$ cat config.mk
export PLATFORM = sky130hd
export DESIGN_NAME = prime_factor
export DESIGN_NICKNAME = d
export VERILOG_FILES = /design/src/rtl/prime_factor.sv
export SDC_FILE = /design/constraint.sdc
export NUM_CORES = 1
export LEC_CHECK = 0
export CAP_MARGIN = 10
export CORE_MARGIN = 3
export CORE_UTILIZATION = 55
export DETAILED_ROUTE_END_ITERATION = 12
export PLACE_DENSITY = 0.74
export RECOVER_POWER = 100
export SETUP_SLACK_MARGIN = 0.02
export SYNTH_ARGS = -nofsm -noshare
export SYNTH_HDL_FRONTEND = slang
export SYNTH_SLANG_ARGS = --single-unit
$ cat constraint.sdc
create_clock -name clk -period 4 [get_ports clk]
set_input_delay 1 -clock clk [delete_from_list [all_inputs] [get_ports clk]]
set_output_delay 1 -clock clk [all_outputs]
set_load 0.05 [all_outputs]
$ cat src/rtl/prime_factor.sv
// prime_factor: iterative primality tester and smallest-prime-factor finder.
// Screens the trivial cases first, then tries odd divisors d = 3, 5, 7, ...
// while d*d <= n. Each trial division is a restoring remainder loop that
// handles one bit of n per cycle. d*d is tracked incrementally in sq, so the
// unit needs no multiplier and no combinational divider.
module prime_factor #(
  parameter int WIDTH = 16
) (
  input  logic             clk,
  input  logic             rst_n,
  input  logic             go,
  input  logic [WIDTH-1:0] sw,
  output logic             busy,
  output logic             stp,
  output logic             res,
  output logic [WIDTH-1:0] factor
);

  localparam int CW = $clog2(WIDTH + 1);
  localparam logic [CW-1:0] CNT_INIT = CW'(WIDTH);
  localparam logic [CW-1:0] CNT_ONE  = CW'(1);

  typedef enum logic [2:0] {
    IDLE  = 3'd0,
    CHECK = 3'd1,
    TEST  = 3'd2,
    DIV   = 3'd3,
    EVAL  = 3'd4,
    DONE  = 3'd5
  } state_t;

  state_t               state_q, state_d;
  logic [WIDTH-1:0]     n_q, n_d;
  logic [WIDTH-1:0]     d_q, d_d;
  logic [2*WIDTH-1:0]   sq_q, sq_d;
  logic [WIDTH:0]       rem_q, rem_d;
  logic [CW-1:0]        cnt_q, cnt_d;
  logic                 busy_q, busy_d;
  logic                 stp_q, stp_d;
  logic                 res_q, res_d;
  logic [WIDTH-1:0]     factor_q, factor_d;

  // Datapath helpers for the remainder step and the square update.
  logic [WIDTH-1:0]     n_shift;
  logic [WIDTH:0]       rem_shift;
  logic [WIDTH:0]       d_ext;
  logic [2*WIDTH-1:0]   sq_next;
  logic [2*WIDTH-1:0]   n_wide;

  assign n_shift   = n_q >> (cnt_q - CNT_ONE);
  assign rem_shift = {rem_q[WIDTH-1:0], n_shift[0]};
  assign d_ext     = {1'b0, d_q};
  // (d+2)^2 = d^2 + 4d + 4
  assign sq_next   = sq_q + ({{WIDTH{1'b0}}, d_q} << 2) + (2*WIDTH)'(4);
  assign n_wide    = {{WIDTH{1'b0}}, n_q};

  // Next-state and next-output logic for the whole FSM.
  always_comb begin
    state_d  = state_q;
    n_d      = n_q;
    d_d      = d_q;
    sq_d     = sq_q;
    rem_d    = rem_q;
    cnt_d    = cnt_q;
    busy_d   = busy_q;
    stp_d    = stp_q;
    res_d    = res_q;
    factor_d = factor_q;

    case (state_q)
      IDLE, DONE: begin
        // Trivial results arrive here still busy; flag them done one edge later.
        if (state_q == DONE && busy_q) begin
          busy_d = 1'b0;
          stp_d  = 1'b1;
        end
        if (go && !busy_q) begin
          n_d      = sw;
          state_d  = CHECK;
          busy_d   = 1'b1;
          stp_d    = 1'b0;
          res_d    = 1'b0;
          factor_d = '0;
        end
      end

      CHECK: begin
        state_d = DONE;
        if (n_q < WIDTH'(2)) begin
          res_d    = 1'b1;
          factor_d = '0;
        end else if (n_q < WIDTH'(4)) begin
          res_d    = 1'b0;
          factor_d = n_q;
        end else if (!n_q[0]) begin
          res_d    = 1'b1;
          factor_d = WIDTH'(2);
        end else begin
          d_d     = WIDTH'(3);
          sq_d    = (2*WIDTH)'(9);
          state_d = TEST;
        end
      end

      TEST: begin
        if (sq_q > n_wide) begin
          state_d  = DONE;
          busy_d   = 1'b0;
          stp_d    = 1'b1;
          res_d    = 1'b0;
          factor_d = n_q;
        end else begin
          rem_d   = '0;
          cnt_d   = CNT_INIT;
          state_d = DIV;
        end
      end

      DIV: begin
        rem_d = (rem_shift >= d_ext) ? (rem_shift - d_ext) : rem_shift;
        cnt_d = cnt_q - CNT_ONE;
        if (cnt_q == CNT_ONE) begin
          state_d = EVAL;
        end
      end

      EVAL: begin
        if (rem_q == '0) begin
          state_d  = DONE;
          busy_d   = 1'b0;
          stp_d    = 1'b1;
          res_d    = 1'b1;
          factor_d = d_q;
        end else begin
          sq_d    = sq_next;
          d_d     = d_q + WIDTH'(2);
          state_d = TEST;
        end
      end

      default: state_d = IDLE;
    endcase
  end

  // State and output registers; reset aborts any test in progress.
  always_ff @(posedge clk or negedge rst_n) begin
    if (!rst_n) begin
      state_q  <= IDLE;
      n_q      <= '0;
      d_q      <= '0;
      sq_q     <= '0;
      rem_q    <= '0;
      cnt_q    <= '0;
      busy_q   <= 1'b0;
      stp_q    <= 1'b0;
      res_q    <= 1'b0;
      factor_q <= '0;
    end else begin
      state_q  <= state_d;
      n_q      <= n_d;
      d_q      <= d_d;
      sq_q     <= sq_d;
      rem_q    <= rem_d;
      cnt_q    <= cnt_d;
      busy_q   <= busy_d;
      stp_q    <= stp_d;
      res_q    <= res_d;
      factor_q <= factor_d;
    end
  end

  assign busy   = busy_q;
  assign stp    = stp_q;
  assign res    = res_q;
  assign factor = factor_q;

endmodule
==> load_flow_metrics.sql <==
INSERT INTO impl_metrics (metric_group, metric, value, unit) VALUES
('run_status', 'run_status', 'finished, violations left', ''),
('run_status', 'violated_checks', 'max-capacitance violations, max-slew violations', ''),
('power', 'cellPowerDensity', '770.2', 'mW/mm2'),
('critical_path', 'worst_path_max_delay_cell', 'sky130_fd_sc_hd__dfrtp_1', ''),
('cells_and_area', 'syn2layout_area_growth', '10.58', '%'),
('clock_network', 'path_clk_slew', '0.08', 'ns'),
('critical_path', 'crit_path_max_fanout', '21', ''),
('yosys', 'netlist_instances', '788', ''),
('yosys', 'syn_avg_cell_area', '9.349', 'um2'),
('job', 'drv_cap', '1', ''),
('min_path', 'timing.hold.worst_path_depth', '1', ''),
('sta', 'finalCritPeriodShare', '0.9316', ''),
('placed_design', 'port_buffers', '37', ''),
('die', 'rows', '41', ''),
('clock_network', 'cts.root.buffer_cell', 'sky130_fd_sc_hd__clkbuf_16', ''),
('clock_network', 'postCtsResizedCells', '0', ''),
('critical_path', 'critical_path.endpoint', 'rem_q[15]', ''),
('die', 'floorplan.die.height', '121.7', 'um'),
('global_routing', 'global_route.usage.total', '0.2806', ''),
('cells_and_area', 'antennaDiodeCount', '0', ''),
('yosys', 'synth-warning-count', '0', ''),
('detailed_routing', 'detailroute.via_count', '6323', ''),
('sta', 'timing_max_transition_violations_final', '63', ''),
('die', 'design.die.area', '0.01482', 'mm2'),
('cells_and_area', 'area_of_the_multi_input_gates', '0.004347', 'mm2'),
('yosys', 'synthesis.area', '0.007367', 'mm2'),
('sta', 'worst_slew_pin_slew', '1.592', 'ns'),
('clock_network', 'clock_latency', '0.37', 'ns'),
('critical_path', 'required', '4.26', 'ns'),
('critical_path', 'worst_path_max_stage_delay', '0.44', 'ns'),
('global_routing', 'initial_antenna_violation_count', '0', ''),
('critical_path', 'regToRegStartpoint', 'cnt_q[0]', ''),
('cells_and_area', 'layout.cells.most_common', 'sky130_fd_sc_hd__dfrtp_1', ''),
('detailed_routing', 'via_count_normalized_by_instance_count', '6.348', ''),
('global_routing', 'grt_pass1_vias', '6111', ''),
('clock_network', 'cts_made_buffers', '9', ''),
('detailed_routing', 'detail_route.wl_per_cell', '20.17', 'um'),
('power', 'ir_worst_vdd', '498.0', 'uV'),
('yosys', 'synthesis.nets', '875', ''),
('cells_and_area', 'final.fill_count', '1046', ''),
('global_routing', 'gr-total-overflow', '0', ''),
('cells_and_area', 'final_nets', '906', ''),
('sta', 'postLayoutSetupSlackWorst', '0.2736', 'ns'),
('yosys', 'async_flop_share', '1.000', ''),
('detailed_routing', 'drc_errors', '0', ''),
('sta', 'max_freq', '268.4', 'MHz'),
('min_path', 'min_path_type', 'flop to flop', ''),
('sta', 'period_minus_slack', '3.726', 'ns'),
('clock_network', 'cts-root-to-sink-buffers', '2', ''),
('detailed_routing', 'totalWireLength', '20.09', 'mm'),
('sta', 'setup-tns-final', '0', 'ns'),
('placed_design', 'dp_hpwl', '14.78', 'mm'),
('critical_path', 'setup.worst_path.class', 'flop to flop', ''),
('die', 'core-area', '0.01288', 'mm2'),
('sta', 'worst_clock_skew', '0.008460', 'ns'),
('cells_and_area', 'most-common-layout-cells', 'sky130_fd_sc_hd__dfrtp_1, sky130_fd_sc_hd__ha_1, sky130_fd_sc_hd__nand2_1', ''),
('yosys', 'ys_ff_latch', '107', ''),
('placed_design', 'postPlaceCellArea', '0.007930', 'mm2'),
('die', 'boundaryPins', '38', ''),
('yosys', 'synth-seq-area-share', '0.3635', ''),
('critical_path', 'worst_setup_path_startpoint', 'cnt_q[0]', ''),
('placed_design', 'finalWeightedCongestion', '0.9377', ''),
('clock_network', 'cts_tree', 'built', ''),
('critical_path', 'regToRegSetupSlack', '0.27', 'ns'),
('yosys', 'post_synth_num_cell_types', '68', ''),
('global_routing', 'grt_start_max_net_pins', '63', ''),
('cells_and_area', 'final_layout_size_suffix_gt1_frac', '0.07160', ''),
('critical_path', 'timing.critical_path.cells', 'inv_1 -> ha_1 -> mux4_2 -> a21boi_0 -> o211ai_1 -> and3_1 -> ha_1 -> o21ai_0 -> clkbuf_1 -> a211oi_1 -> o21ai_0 -> buf_4 -> inv_1 -> a32o_1 -> a31o_1', ''),
('clock_network', 'post-cts-setup-buffers', '0', ''),
('die', 'starting_density', '0.5722', ''),
('placed_design', 'post-place-cells', '980', '');
[routing by layer]
| layer | up-vias | wire length [um] | global-route usage |
|---|---|---|---|
| met5 | - | 0 | 0 |
| met4 | 0 | 525 | 0.09594 |
| met3 | 35 | 1412 | 0.04596 |
| met2 | 265 | 9002 | 0.4221 |
| met1 | 3081 | 9154 | 0.4131 |
| li1 | 2942 | - | - |
[worst min-delay path by stage]
stage / start / endpoint / slack [ns]
3_3_place_gp: sq_q[0] / sq_q[0] / 0.46
4_1_cts: sq_q[0] / sq_q[0] / 0.48
5_1_grt: factor[7] / factor[7] / 0.50
3_5_place_dp: sq_q[0] / sq_q[0] / 0.46
2_1_floorplan: sq_q[0] / sq_q[0] / 0.44
6_report: sq_q[0] / sq_q[0] / 0.48
[Yosys cell counts (all sizes together) (14+ instances only)]
cell type	n	area, um2
clkbuf	19	71.32
o2bb2ai	14	122.6
xnor2	29	254.0
ha	66	825.8
mux2	21	236.5
a22oi	17	127.6
nand2	62	240.2
nand2b	15	93.84
inv	51	191.4
nor2	59	221.5
nor3	14	75.07
dfrtp	107	2678
o21ai	56	280.3
xor2	17	148.9
a21oi	46	234.0
[power breakdown]
group,switching (mW),internal [mW]
registers,0.425,1.39
logic,2.16,1.43
clock network,0.441,0.430
[metrics by stage]
step,total power [mW],util,hold WS (ns)
6_report,6.275,0.6327,0.4793
4_1_cts,6.306,0.6375,0.4785
3_5_place_dp,5.422,0.6159,0.4614
2_1_floorplan,4.431,-,0.4396
3_3_place_gp,5.326,0.6159,0.4589
5_1_grt,6.701,0.6327,0.5017
[logic make-up after synthesis]
group | share of synthesized area
buf+inv | 0.04348
compound gates | 0.2126
flops | 0.3635
mux | 0.05792
xor+xnor | 0.05469
simple gates | 0.1503
fa+ha+maj | 0.1175
[worst max-delay path: cells and delay by family, from the launching register on]
kind                       cells  cell delay (ns)
AOI/OAI and AO/OA              7             1.32
adders and majority gates      2             0.59
buffers and inverters          4             0.78
DFF                            1             0.44
muxes                          1             0.25
and+or+nand+nor                1             0.24
[flip-flops by register name, indices dropped and copies added, names as in the netlist]
signal	flops
cnt_q	5
d_q	16
res	1
sq_q	31
state_q	3
factor	16
n_q	16
busy	1
stp	1
rem_q	17
[layout make-up]
type,count,area share
flip-flops and latches,107,0.3287
inverters,51,0.02350
well taps,172,0.02642
repair buffers,49,0.05376
multi-input cells,601,0.5336
clock inverters,6,0.005990
clock buffers,10,0.02811
Note: power is estimated with default switching activity, not from simulation.
